==> config.mk <==
export PLATFORM = sky130hd
export DESIGN_NAME = mem_port_arbiter
export DESIGN_NICKNAME = d
export VERILOG_FILES = /design/src/rtl/mem_port_arbiter.sv
export SDC_FILE = /design/constraint.sdc
export NUM_CORES = 1
export LEC_CHECK = 0
export ABC_AREA = 1
export CAP_MARGIN = 20
export CORE_MARGIN = 5
export CORE_UTILIZATION = 41
export CTS_CLUSTER_DIAMETER = 150
export DETAILED_ROUTE_END_ITERATION = 10
export HOLD_SLACK_MARGIN = 0.03
export PLACE_DENSITY = 0.82
export SYNTH_ARGS = -nofsm -noshare
export SYNTH_HDL_FRONTEND = slang
export SYNTH_SLANG_ARGS = --single-unit
==> constraint.sdc <==
create_clock -name clk -period 1.4 [get_ports clk]
set_input_delay 0.28 -clock clk [delete_from_list [all_inputs] [get_ports clk]]
set_output_delay 0.28 -clock clk [all_outputs]
set_load 0.005 [all_outputs]
==> src/rtl/mem_port_arbiter.sv <==
// Two-master arbiter for a single synchronous memory port.
// Each access takes one ACCESS cycle, and a read adds one RDWAIT cycle before its data returns.
module mem_port_arbiter #(
  parameter int ADDR_W     = 8,
  parameter int DATA_W     = 8,
  parameter int FIXED_PRIO = 0
) (
  input  logic              clk,
  input  logic              reset,
  input  logic              m0_req,
  input  logic              m0_write,
  input  logic [ADDR_W-1:0] m0_addr,
  input  logic [DATA_W-1:0] m0_wdata,
  output logic              m0_gnt,
  output logic [DATA_W-1:0] m0_rdata,
  output logic              m0_rvalid,
  input  logic              m1_req,
  input  logic              m1_write,
  input  logic [ADDR_W-1:0] m1_addr,
  input  logic [DATA_W-1:0] m1_wdata,
  output logic              m1_gnt,
  output logic [DATA_W-1:0] m1_rdata,
  output logic              m1_rvalid,
  output logic              mem_en,
  output logic              mem_write,
  output logic [ADDR_W-1:0] mem_addr,
  output logic [DATA_W-1:0] mem_wdata,
  input  logic [DATA_W-1:0] mem_rdata,
  output logic              busy
);

  // state  | meaning
  // IDLE   | arbitrating, no access in flight
  // ACCESS | mem_en and gnt high, memory samples at end of cycle
  // RDWAIT | mem_rdata valid, routed to owner on the closing edge
  localparam logic [1:0] S_IDLE   = 2'd0;
  localparam logic [1:0] S_ACCESS = 2'd1;
  localparam logic [1:0] S_RDWAIT = 2'd2;

  logic [1:0] state;
  logic       rr_last;  // 0 = M0 won last grant, 1 = M1
  logic       owner;
  logic       any_req;
  logic       pick_m1;

  assign any_req = m0_req | m1_req;
  assign pick_m1 = m1_req & (~m0_req | ((FIXED_PRIO == 0) & ~rr_last));
  assign busy    = (state != S_IDLE);

  always_ff @(posedge clk or posedge reset) begin
    if (reset) begin
      state     <= S_IDLE;
      rr_last   <= 1'b1;
      owner     <= 1'b0;
      m0_gnt    <= 1'b0;
      m1_gnt    <= 1'b0;
      m0_rvalid <= 1'b0;
      m1_rvalid <= 1'b0;
      m0_rdata  <= '0;
      m1_rdata  <= '0;
      mem_en    <= 1'b0;
      mem_write <= 1'b0;
      mem_addr  <= '0;
      mem_wdata <= '0;
    end else begin
      m0_gnt    <= 1'b0;
      m1_gnt    <= 1'b0;
      m0_rvalid <= 1'b0;
      m1_rvalid <= 1'b0;
      mem_en    <= 1'b0;
      case (state)
        S_IDLE: begin
          if (any_req) begin
            mem_en    <= 1'b1;
            mem_write <= pick_m1 ? m1_write : m0_write;
            mem_addr  <= pick_m1 ? m1_addr  : m0_addr;
            mem_wdata <= pick_m1 ? m1_wdata : m0_wdata;
            m0_gnt    <= ~pick_m1;
            m1_gnt    <= pick_m1;
            owner     <= pick_m1;
            rr_last   <= pick_m1;
            state     <= S_ACCESS;
          end
        end
        S_ACCESS: state <= mem_write ? S_IDLE : S_RDWAIT;
        S_RDWAIT: begin
          if (owner) begin
            m1_rdata  <= mem_rdata;
            m1_rvalid <= 1'b1;
          end else begin
            m0_rdata  <= mem_rdata;
            m0_rvalid <= 1'b1;
          end
          state <= S_IDLE;
        end
        default: state <= S_IDLE;
      endcase
    end
  end

endmodule
# == After elaboration in Yosys (flattened, before gate mapping) ==
# Cells that the tools add are included.
# word_totals
out_inout_bits,39
inputBits,46
register_bits,42
elab_cells,44
# op_classes
muxes,16
eq_ne,3
reduce_logical,5
n_bitwise,7
# op_table
operator,count
8-bit two-way mux,2
1-bit two-way mux,11
2-bit AND reduction,3
2-bit two-way mux,2
1-bit NOT,4
2-bit one-hot mux with 2 select lines,1
2-bit by 1-bit == test with 1-bit output (second input constant),1
2-bit == test (second input constant),1
2-bit logical NOT,1
2-bit != test (second input constant),1
1-bit bitwise OR,2
2-bit nonzero test,1
1-bit bitwise AND,1

# == Logic depth before layout (Yosys ltp) ==
# Gate-level depths: netlist of run 1.
# depth
word_depth,6
mapped_depth,7
depth_no_buf,6

# == Least setup slack after synthesis of run 1 ==
# Ideal clock, no wire load.
# synth_timing
path_kind,reg-to-reg
startpoint,reg rr_last
endpoint,reg mem_wdata[6]
path_stages_with_launch,7
setup_slack_ns,0.223
t_required_ns,1.283
t_arrival_ns,1.060
path_buffers,1
setup_ns,0.117
synth_period_minus_slack_ns,1.177
cell_sequence,dfstp_2 -> nand2_2 -> nand2_2 -> buf_4 -> nand2_1 -> nand3_1 -> nand2_1
# synth_between
elab_chain_len,4
# synth_rtl
item,line_no,text
from (decl),41,logic rr_last;
from (signal assigned),81,rr_last <= pick_m1;
1-bit NOT,47,assign pick_m1 = m1_req & (~m0_req | ((FIXED_PRIO == 0) & ~rr_last));
1-bit bitwise OR,47,
1-bit bitwise AND,47,
8-bit two-way mux,77,mem_wdata <= pick_m1 ? m1_wdata : m0_wdata;
to (signal assigned),77,
to (decl),27,"output logic [DATA_W-1:0] mem_wdata,"
# No other way between the ends.
# A chain may end at the register's enable or synchronous reset.

# == Worst setup path in the final report of run 1 ==
# layout_timing
startpoint,reg state[0]
endpoint,out busy
# layout_between
elab_chain_len,1
# layout_rtl
item,line_no,text
from (decl),40,logic [1:0] state;
from (signal assigned),85,S_ACCESS: state <= mem_write ? S_IDLE : S_RDWAIT;
2-bit nonzero test,48,assign busy = (state != S_IDLE);
to (decl),29,output logic busy
# No other way between the ends.

==> impl_metrics.sql, run 1 <==
INSERT INTO impl_metrics (metric_group, metric, value, unit) VALUES
('sta', 'timing_worst_slew_pin_value', '0.3071', 'ns'),
('global_route', 'first_global_vias', '1789', ''),
('floorplan', 'floorplan.initialDensity', '42.88', '%'),
('clocking', 'cts_root_buf', 'sky130_fd_sc_hd__clkbuf_8', ''),
('logic_synthesis', 'synth.top_cells.by_count', 'sky130_fd_sc_hd__nand2_1 (69), sky130_fd_sc_hd__inv_1 (49), sky130_fd_sc_hd__dfrtp_1 (41)', ''),
('logic_synthesis', 'most_numerous_cell_in_the_yosys_netlist', 'sky130_fd_sc_hd__nand2_1', ''),
('detailed_routing', 'wire_per_inst', '12.38', 'um'),
('clocking', 'cts.reportedPaths.clkPinSlew', '0.08', 'ns'),
('sta', 'rsz0062_at_grt', 'false', ''),
('critical_path', 'critical_path.max_fanout', '3', ''),
('layout', 'areaGrowthSynthToFinish', '54.69', '%'),
('detailed_routing', 'drtIter0Drc', '71', ''),
('clocking', 'total_cts_buffers', '5', ''),
('logic_synthesis', 'synth.lib_cells_used.distinct', '16', ''),
('placed_design', 'port_buffers', '84', ''),
('global_route', 'antenna_found_initial', '0', ''),
('logic_synthesis', 'synth.ff_latch_count', '42', ''),
('logic_synthesis', 'synth-edff-count', '0', ''),
('run', 'drv.max_cap_violation_count', '0', ''),
('logic_synthesis', 'yosys_warnings', '0', ''),
('layout', 'final.fill_count', '395', ''),
('clocking', 'cts.path.max_buffers', '2', ''),
('detailed_routing', 'ant_nets', '0', ''),
('logic_synthesis', 'post_synth_instance_area', '1906', 'um2'),
('critical_path', 'start_kind', 'register', ''),
('sta', 'timing.max_slew.rel_slack', '79.45', '%'),
('detailed_routing', 'routed_wl', '4765', 'um'),
('sta', 'maxClockFrequency', '749.4', 'MHz'),
('detailed_routing', 'drt-vias-per-instance', '4.631', ''),
('sta', 'final_hold_viol_count', '0', ''),
('sta', 'drv_slew', '0', ''),
('sta', 'setup_viol_count_final', '0', ''),
('placed_design', 'gp_congestion', '0.7802', ''),
('power_and_ir_drop', 'power', '0.005374', 'W'),
('logic_synthesis', 'postSynthCellCount', '232', ''),
('floorplan', 'die_height', '78.18', 'um'),
('floorplan', 'die-width', '78.18', 'um'),
('critical_path', 'critical_path.endpoint_type', 'primary output', ''),
('critical_path', 'critPathRequiredTime', '1.12', 'ns'),
('placed_design', 'post-dp-hpwl', '3586', 'um'),
('power_and_ir_drop', 'cellLeakagePower', '1.685', 'nW'),
('layout', 'layout.cells.non_filler', '385', ''),
('clocking', 'cts_tree', 'yes', ''),
('global_route', 'grt-ovfl-total', '0', ''),
('layout', 'final_nets', '378', ''),
('floorplan', 'rows', '24', ''),
('floorplan', 'coreArea', '4444', 'um2'),
('clocking', 'cts_num_sinks', '42', ''),
('floorplan', 'top_level_ports', '85', ''),
('global_route', 'overall_global_routing_usage', '15.80', '%'),
('detailed_routing', 'drt_drc_violations_left', '0', ''),
('power_and_ir_drop', 'power.density', '1823', 'nW/um2'),
('sta', 'clock-skew-final', '0.005754', 'ns'),
('status', 'run_status', 'finished, final reports clean', ''),
('floorplan', 'full_die_area', '6111', 'um2'),
('logic_synthesis', 'synth_top_area_share', '53.84', '%'),
('logic_synthesis', 'syn_nets', '278', ''),
('clocking', 'clock_network_latency_to_the_later_pin_of_the_worst_skew_pair', '0.28', 'ns'),
('clocking', 'htree_num_levels', '2', ''),
('logic_synthesis', 'synth_top_area_cell', 'sky130_fd_sc_hd__dfrtp_1', ''),
('critical_path', 'criticalPathCategory', 'register to primary output', ''),
('logic_synthesis', 'synth.top_cells.by_area', 'sky130_fd_sc_hd__dfrtp_1 (54%), sky130_fd_sc_hd__nand2_1 (14%), sky130_fd_sc_hd__inv_1 (9.7%), sky130_fd_sc_hd__nand3_1 (9.5%), sky130_fd_sc_hd__o21ai_0 (4.5%)', ''),
('logic_synthesis', 'async_flop_share', '100.0', '%'),
('layout', 'final_layout_size_suffix_gt1_share', '9.610', '%'),
('hold_path', 'hp-class', 'primary input to async pin', ''),
('logic_synthesis', 'syn-mean-instance-area', '8.214', 'um2'),
('layout', 'antenna_cells_inserted', '0', ''),
('logic_synthesis', 'synth_top_flop_cell', 'sky130_fd_sc_hd__dfrtp_1', ''),
('detailed_routing', 'num_vias', '1783', ''),
('detailed_routing', 'dr.pass1.iters', '6', ''),
('logic_synthesis', 'synth.yosys.seq_area_share', '55.22', '%'),
('global_route', 'grt_first_pass_wirelength', '7817', 'um'),
('critical_path', 'worst_path_arrival', '1.05', 'ns'),
('placed_design', 'placed_cells_incl_taps', '372', ''),
('global_route', 'grt_max_degree', '43', ''),
('sta', 'finalCritPeriodShare', '95.31', '%'),
('power_and_ir_drop', 'peakVddDrop', '0.7680', 'mV'),
('sta', 'finalCriticalPeriod', '1.334', 'ns');
## layout by cell type, fill, tap and decap left out
cell type,Yosys,layout
sky130_fd_sc_hd__nor2_1,3,3
sky130_fd_sc_hd__nand2_2,3,3
sky130_fd_sc_hd__a21oi_1,1,1
sky130_fd_sc_hd__inv_1,49,47
sky130_fd_sc_hd__clkdlybuf4s50_1,0,45
sky130_fd_sc_hd__clkbuf_1,0,1
sky130_fd_sc_hd__dlymetal6s2s_1,0,3
sky130_fd_sc_hd__clkinv_2,0,1
sky130_fd_sc_hd__dfstp_2,1,1
sky130_fd_sc_hd__nor2_4,1,1
sky130_fd_sc_hd__clkbuf_8,0,6
sky130_fd_sc_hd__dlygate4sd2_1,0,36
sky130_fd_sc_hd__dfrtp_1,41,41
sky130_fd_sc_hd__buf_4,2,15
sky130_fd_sc_hd__nand3_1,36,36
sky130_fd_sc_hd__clkinv_1,0,1
sky130_fd_sc_hd__inv_2,1,2
sky130_fd_sc_hd__o21ai_0,17,17
sky130_fd_sc_hd__nor3_1,1,1
sky130_fd_sc_hd__buf_12,1,3
sky130_fd_sc_hd__nand2_1,69,69
## routing by layer
layer / track usage, % / vias up / routed length (um) / share of wire, %
met5: 0 / - / 0 / 0
met4: 4.545 / 0 / 47 / 0.99
met3: 4.462 / 5 / 384 / 8.1
met2: 27.57 / 64 / 2333 / 49
met1: 19.12 / 817 / 1999 / 42
li1: - / 897 / - / -
## flip-flops by register name, summed over array words and instances, names as in the netlist
register   cells
mem_write      1
state          2
mem_addr       8
m0_rvalid      1
m1_rdata       8
mem_en         1
mem_wdata      8
owner          1
m1_rvalid      1
m0_gnt         1
m1_gnt         1
m0_rdata       8
rr_last        1
## area by class of cell
class                           instances  area, um2  share of cell area, %
Inverter                               50      187.7                  6.367
Sequential cell                        42       1052                  35.70
Tap cell                               52      65.06                  2.207
Clock inverter                          1      5.005                 0.1698
Multi-Input combinational cell        131      575.6                  19.52
Clock buffer                            7      86.33                  2.929
Timing Repair Buffer                  102      975.9                  33.11
## where the power goes
part | total, W | internal, W | switching [W]
combinational | 0.00248 | 0.00130 | 0.00118
clock | 0.000778 | 0.000398 | 0.000380
sequential | 0.00211 | 0.00182 | 0.000291
total | 0.00537 | 0.00352 | 0.00185
## worst max-delay path, cell delays in order (launching register included)
cell,delay [ns]
sky130_fd_sc_hd__dfrtp_1,0.38
sky130_fd_sc_hd__inv_2,0.07
sky130_fd_sc_hd__nand2_2,0.05
sky130_fd_sc_hd__dlygate4sd2_1,0.27
## worst paths after layout
path                       cells after the start      endpoint      start  slack [ns]
min in group clk                               1      state[1]  mem_write        0.46
min reg2reg                                    1      state[1]  mem_write        0.46
max reg2reg                                    8  mem_wdata[4]   state[0]        0.22
max in group asynchronous                      3       rr_last      reset        0.81
min                                            3   m1_rdata[3]      reset        0.34
max                                            3          busy   state[0]        0.07
## kinds of logic (layout without fill, tap and decap cells)
logic type	after synthesis	after routing	synth area share, %
buf+inv	59	160	14.58
flops	42	42	55.22
simple gates	113	113	25.48
compound gates	18	18	4.727
## through the flow
stage               cell area [um2]  util, %  hold slack [ns]  setup slack [ns]  TNS, ns
floorplan                      1906        -           0.4365            0.1473        0
global placement               2856    64.27           0.4552          -0.07444   -1.167
detailed placement             2856    64.27           0.4629           -0.1459   -2.463
CTS                            2933    65.99           0.3348          0.003939        0
global route                   2948    66.33           0.3386           0.01593        0
finish                         2948    66.33           0.3355           0.06561        0
## repair_timing
item,in CTS,in global routing
setup buffers,4,1
endpoints found under the setup margin,36,4
gates cloned,0,0
gates resized for setup,37,3
hold buffers,0,0
No activity file was read; power rests on OpenSTA's default activity.
==> run 2, diff against run 1 <==
- CORE_UTILIZATION: 41 -> 43
- CTS_BUF_LIST: unset -> sky130_fd_sc_hd__clkbuf_4 sky130_fd_sc_hd__clkbuf_8
- PLACE_DENSITY: 0.82 -> 0.85
==> run 2 against run 1 <==
Effect of this change:
- final cell count rose by 0.52%
- routed wire length fell by 3.7%
- clock power rose by 3.0%
- clock skew fell by 0.0023 ns
- setup slack got worse by 0.014 ns
- register-to-register slack got worse by 0.06 ns
- critical endpoint unchanged
- largest cell class unchanged
==> impl_metrics.sql, run 2 (synthesis gave the netlist of run 1 again) <==
INSERT INTO impl_metrics (metric_group, metric, value, unit) VALUES
('critical_path', 'reg2reg_slack', '0.16', 'ns'),
('detailed_routing', 'drtIter0Drc', '88', ''),
('placed_design', 'port_buffers', '84', ''),
('global_route', 'overall_global_routing_usage', '15.82', '%'),
('global_route', 'grt.met3_usage', '5.083', '%'),
('critical_path', 'critical_path.endpoint_type', 'primary output', ''),
('power_and_ir_drop', 'power.density', '1798', 'nW/um2'),
('floorplan', 'top_level_ports', '85', ''),
('layout', 'final.fill_count', '359', ''),
('floorplan', 'coreArea', '4324', 'um2'),
('critical_path', 'start_kind', 'register', ''),
('sta', 'finalCritPeriodShare', '96.32', '%'),
('power_and_ir_drop', 'peakVddDrop', '0.9304', 'mV'),
('placed_design', 'place_area', '2882', 'um2'),
('global_route', 'gr-usage-met1', '18.20', '%'),
('run', 'drv.max_cap_violation_count', '0', ''),
('detailed_routing', 'drt_drc_violations_left', '0', ''),
('clocking', 'cts_num_sinks', '42', ''),
('detailed_routing', 'drt-vias-per-instance', '4.630', ''),
('layout', 'final_nets', '380', ''),
('critical_path', 'r2r_worst_path_depth', '8', ''),
('detailed_routing', 'ant_nets', '0', ''),
('critical_path', 'worst_path_arrival', '1.07', 'ns'),
('sta', 'timing_worst_slew_pin_value', '0.4959', 'ns'),
('critical_path', 'r2r-start', 'state[0]', ''),
('clocking', 'cts.reportedPaths.clkPinSlew', '0.08', 'ns'),
('clocking', 'clock_network_latency_to_the_later_pin_of_the_worst_skew_pair', '0.28', 'ns'),
('floorplan', 'die_height', '76.57', 'um'),
('hold_path', 'hp-class', 'primary input to async pin', ''),
('sta', 'final_hold_viol_count', '0', ''),
('critical_path', 'critical_path.max_fanout', '4', ''),
('critical_path', 'critPathRequiredTime', '1.12', 'ns'),
('floorplan', 'rows', '24', ''),
('critical_path', 'r2r-end', 'mem_addr[3]', ''),
('layout', 'final_layout_size_suffix_gt1_share', '10.45', '%'),
('global_route', 'grt-ovfl-total', '0', ''),
('layout', 'areaGrowthSynthToFinish', '55.02', '%'),
('clocking', 'cts_hold_repair.buffers', '0', ''),
('placed_design', 'gp_congestion', '0.8188', ''),
('sta', 'setup_slack', '0.05151', 'ns'),
('layout', 'utilization', '68.32', '%'),
('power_and_ir_drop', 'cellLeakagePower', '1.693', 'nW'),
('detailed_routing', 'num_vias', '1792', ''),
('critical_path', 'crit_end', 'busy', ''),
('detailed_routing', 'dr.pass1.iters', '4', ''),
('sta', 'rsz0062_at_grt', 'false', ''),
('critical_path', 'timing.critical_path.from', 'state[0]', ''),
('detailed_routing', 'wire_per_inst', '11.85', 'um'),
('critical_path', 'criticalPathCategory', 'register to primary output', ''),
('sta', 'finalSetupTns', '0', 'ns'),
('sta', 'drv_slew', '0', ''),
('sta', 'maxClockFrequency', '741.6', 'MHz'),
('sta', 'timing.max_slew.rel_slack', '66.73', '%'),
('clocking', 'cts_tree', 'yes', ''),
('clocking', 'htree_num_levels', '2', ''),
('sta', 'finalCriticalPeriod', '1.348', 'ns'),
('clocking', 'total_cts_buffers', '5', ''),
('floorplan', 'full_die_area', '5863', 'um2'),
('sta', 'setup_viol_count_final', '0', ''),
('placed_design', 'place_ws', '-0.1274', 'ns'),
('global_route', 'grt_first_pass_wirelength', '7693', 'um'),
('clocking', 'cts_root_buf', 'sky130_fd_sc_hd__clkbuf_8', ''),
('clocking', 'cts.path.max_buffers', '2', ''),
('sta', 'clock-skew-final', '0.003468', 'ns'),
('global_route', 'grt_max_degree', '20', ''),
('global_route', 'grt_busiest_layer', 'met2', ''),
('detailed_routing', 'routed_wl', '4587', 'um'),
('floorplan', 'floorplan.initialDensity', '44.07', '%'),
('layout', 'postLayoutCellArea', '2954', 'um2'),
('status', 'run_status', 'finished, final reports clean', ''),
('global_route', 'antenna_found_initial', '0', ''),
('layout', 'layout_commonest_cell', 'sky130_fd_sc_hd__nand2_1', ''),
('global_route', 'globalRouteMet2Util', '27.40', '%'),
('placed_design', 'post-dp-hpwl', '3680', 'um'),
('layout', 'final_cell_mix', 'sky130_fd_sc_hd__nand2_1 (69), sky130_fd_sc_hd__inv_1 (47), sky130_fd_sc_hd__clkdlybuf4s50_1 (45), sky130_fd_sc_hd__dfrtp_1 (41)', ''),
('global_route', 'first_global_vias', '1800', ''),
('floorplan', 'die-width', '76.57', 'um'),
('layout', 'antenna_cells_inserted', '0', '');
[run 2: through the flow]
stage	total power (W)	cells	hold WS [ns]
after CTS	0.005382	387	0.2759
after detailed placement	0.004905	377	0.4674
after floorplan	0.003308	232	0.4365
after global placement	0.004835	377	0.4620
final	0.005310	387	0.2701
after global routing	0.005763	387	0.2958
[run 2: layout make-up]
type / instances / area, um2 / share of cell area, %
Tap cell: 52 / 65.06 / 2.202
Inverter: 50 / 187.7 / 6.353
Clock inverter: 1 / 5.005 / 0.1694
Multi-Input combinational cell: 131 / 575.6 / 19.48
Timing Repair Buffer: 104 / 978.4 / 33.12
Clock buffer: 7 / 90.09 / 3.050
Sequential cell: 42 / 1052 / 35.62
[run 2: how the worst min path moves through the flow]
stage / depth (start not counted) / startpoint / slack [ns] / end
after CTS: 2 / reset / 0.28 / owner
after global routing: 2 / reset / 0.30 / mem_addr[3]
after detailed placement: 2 / rr_last / 0.47 / rr_last
final: 2 / reset / 0.27 / mem_en
after global placement: 2 / rr_last / 0.46 / rr_last
after floorplan: 2 / mem_rdata[0] / 0.44 / m0_rdata[0]
[run 2: repair_timing]
item	in CTS	in global routing
resized for setup	37	3
gates cloned	0	0
buffers inserted	2	0
endpoints found under the setup margin	36	3
[run 2: critical path, cell delays in order (launching register included)]
cell,delay (ns)
sky130_fd_sc_hd__dfrtp_1,0.38
sky130_fd_sc_hd__inv_2,0.08
sky130_fd_sc_hd__nand2_2,0.06
sky130_fd_sc_hd__dlygate4sd2_1,0.27
[run 2: report_power, final]
group | internal, W | leakage (nW) | switching (W)
sequential | 0.00182 | 0.513 | 0.000286
combinational | 0.00125 | 1.13 | 0.00115
clock | 0.000417 | 0.0517 | 0.000384
[run 2: layer usage]
layer / routed length [um] / share of wire (%)
met1: 1928 / 42
met2: 2246 / 49
met3: 386 / 8.4
met4: 27 / 0.59
met5: 0 / 0
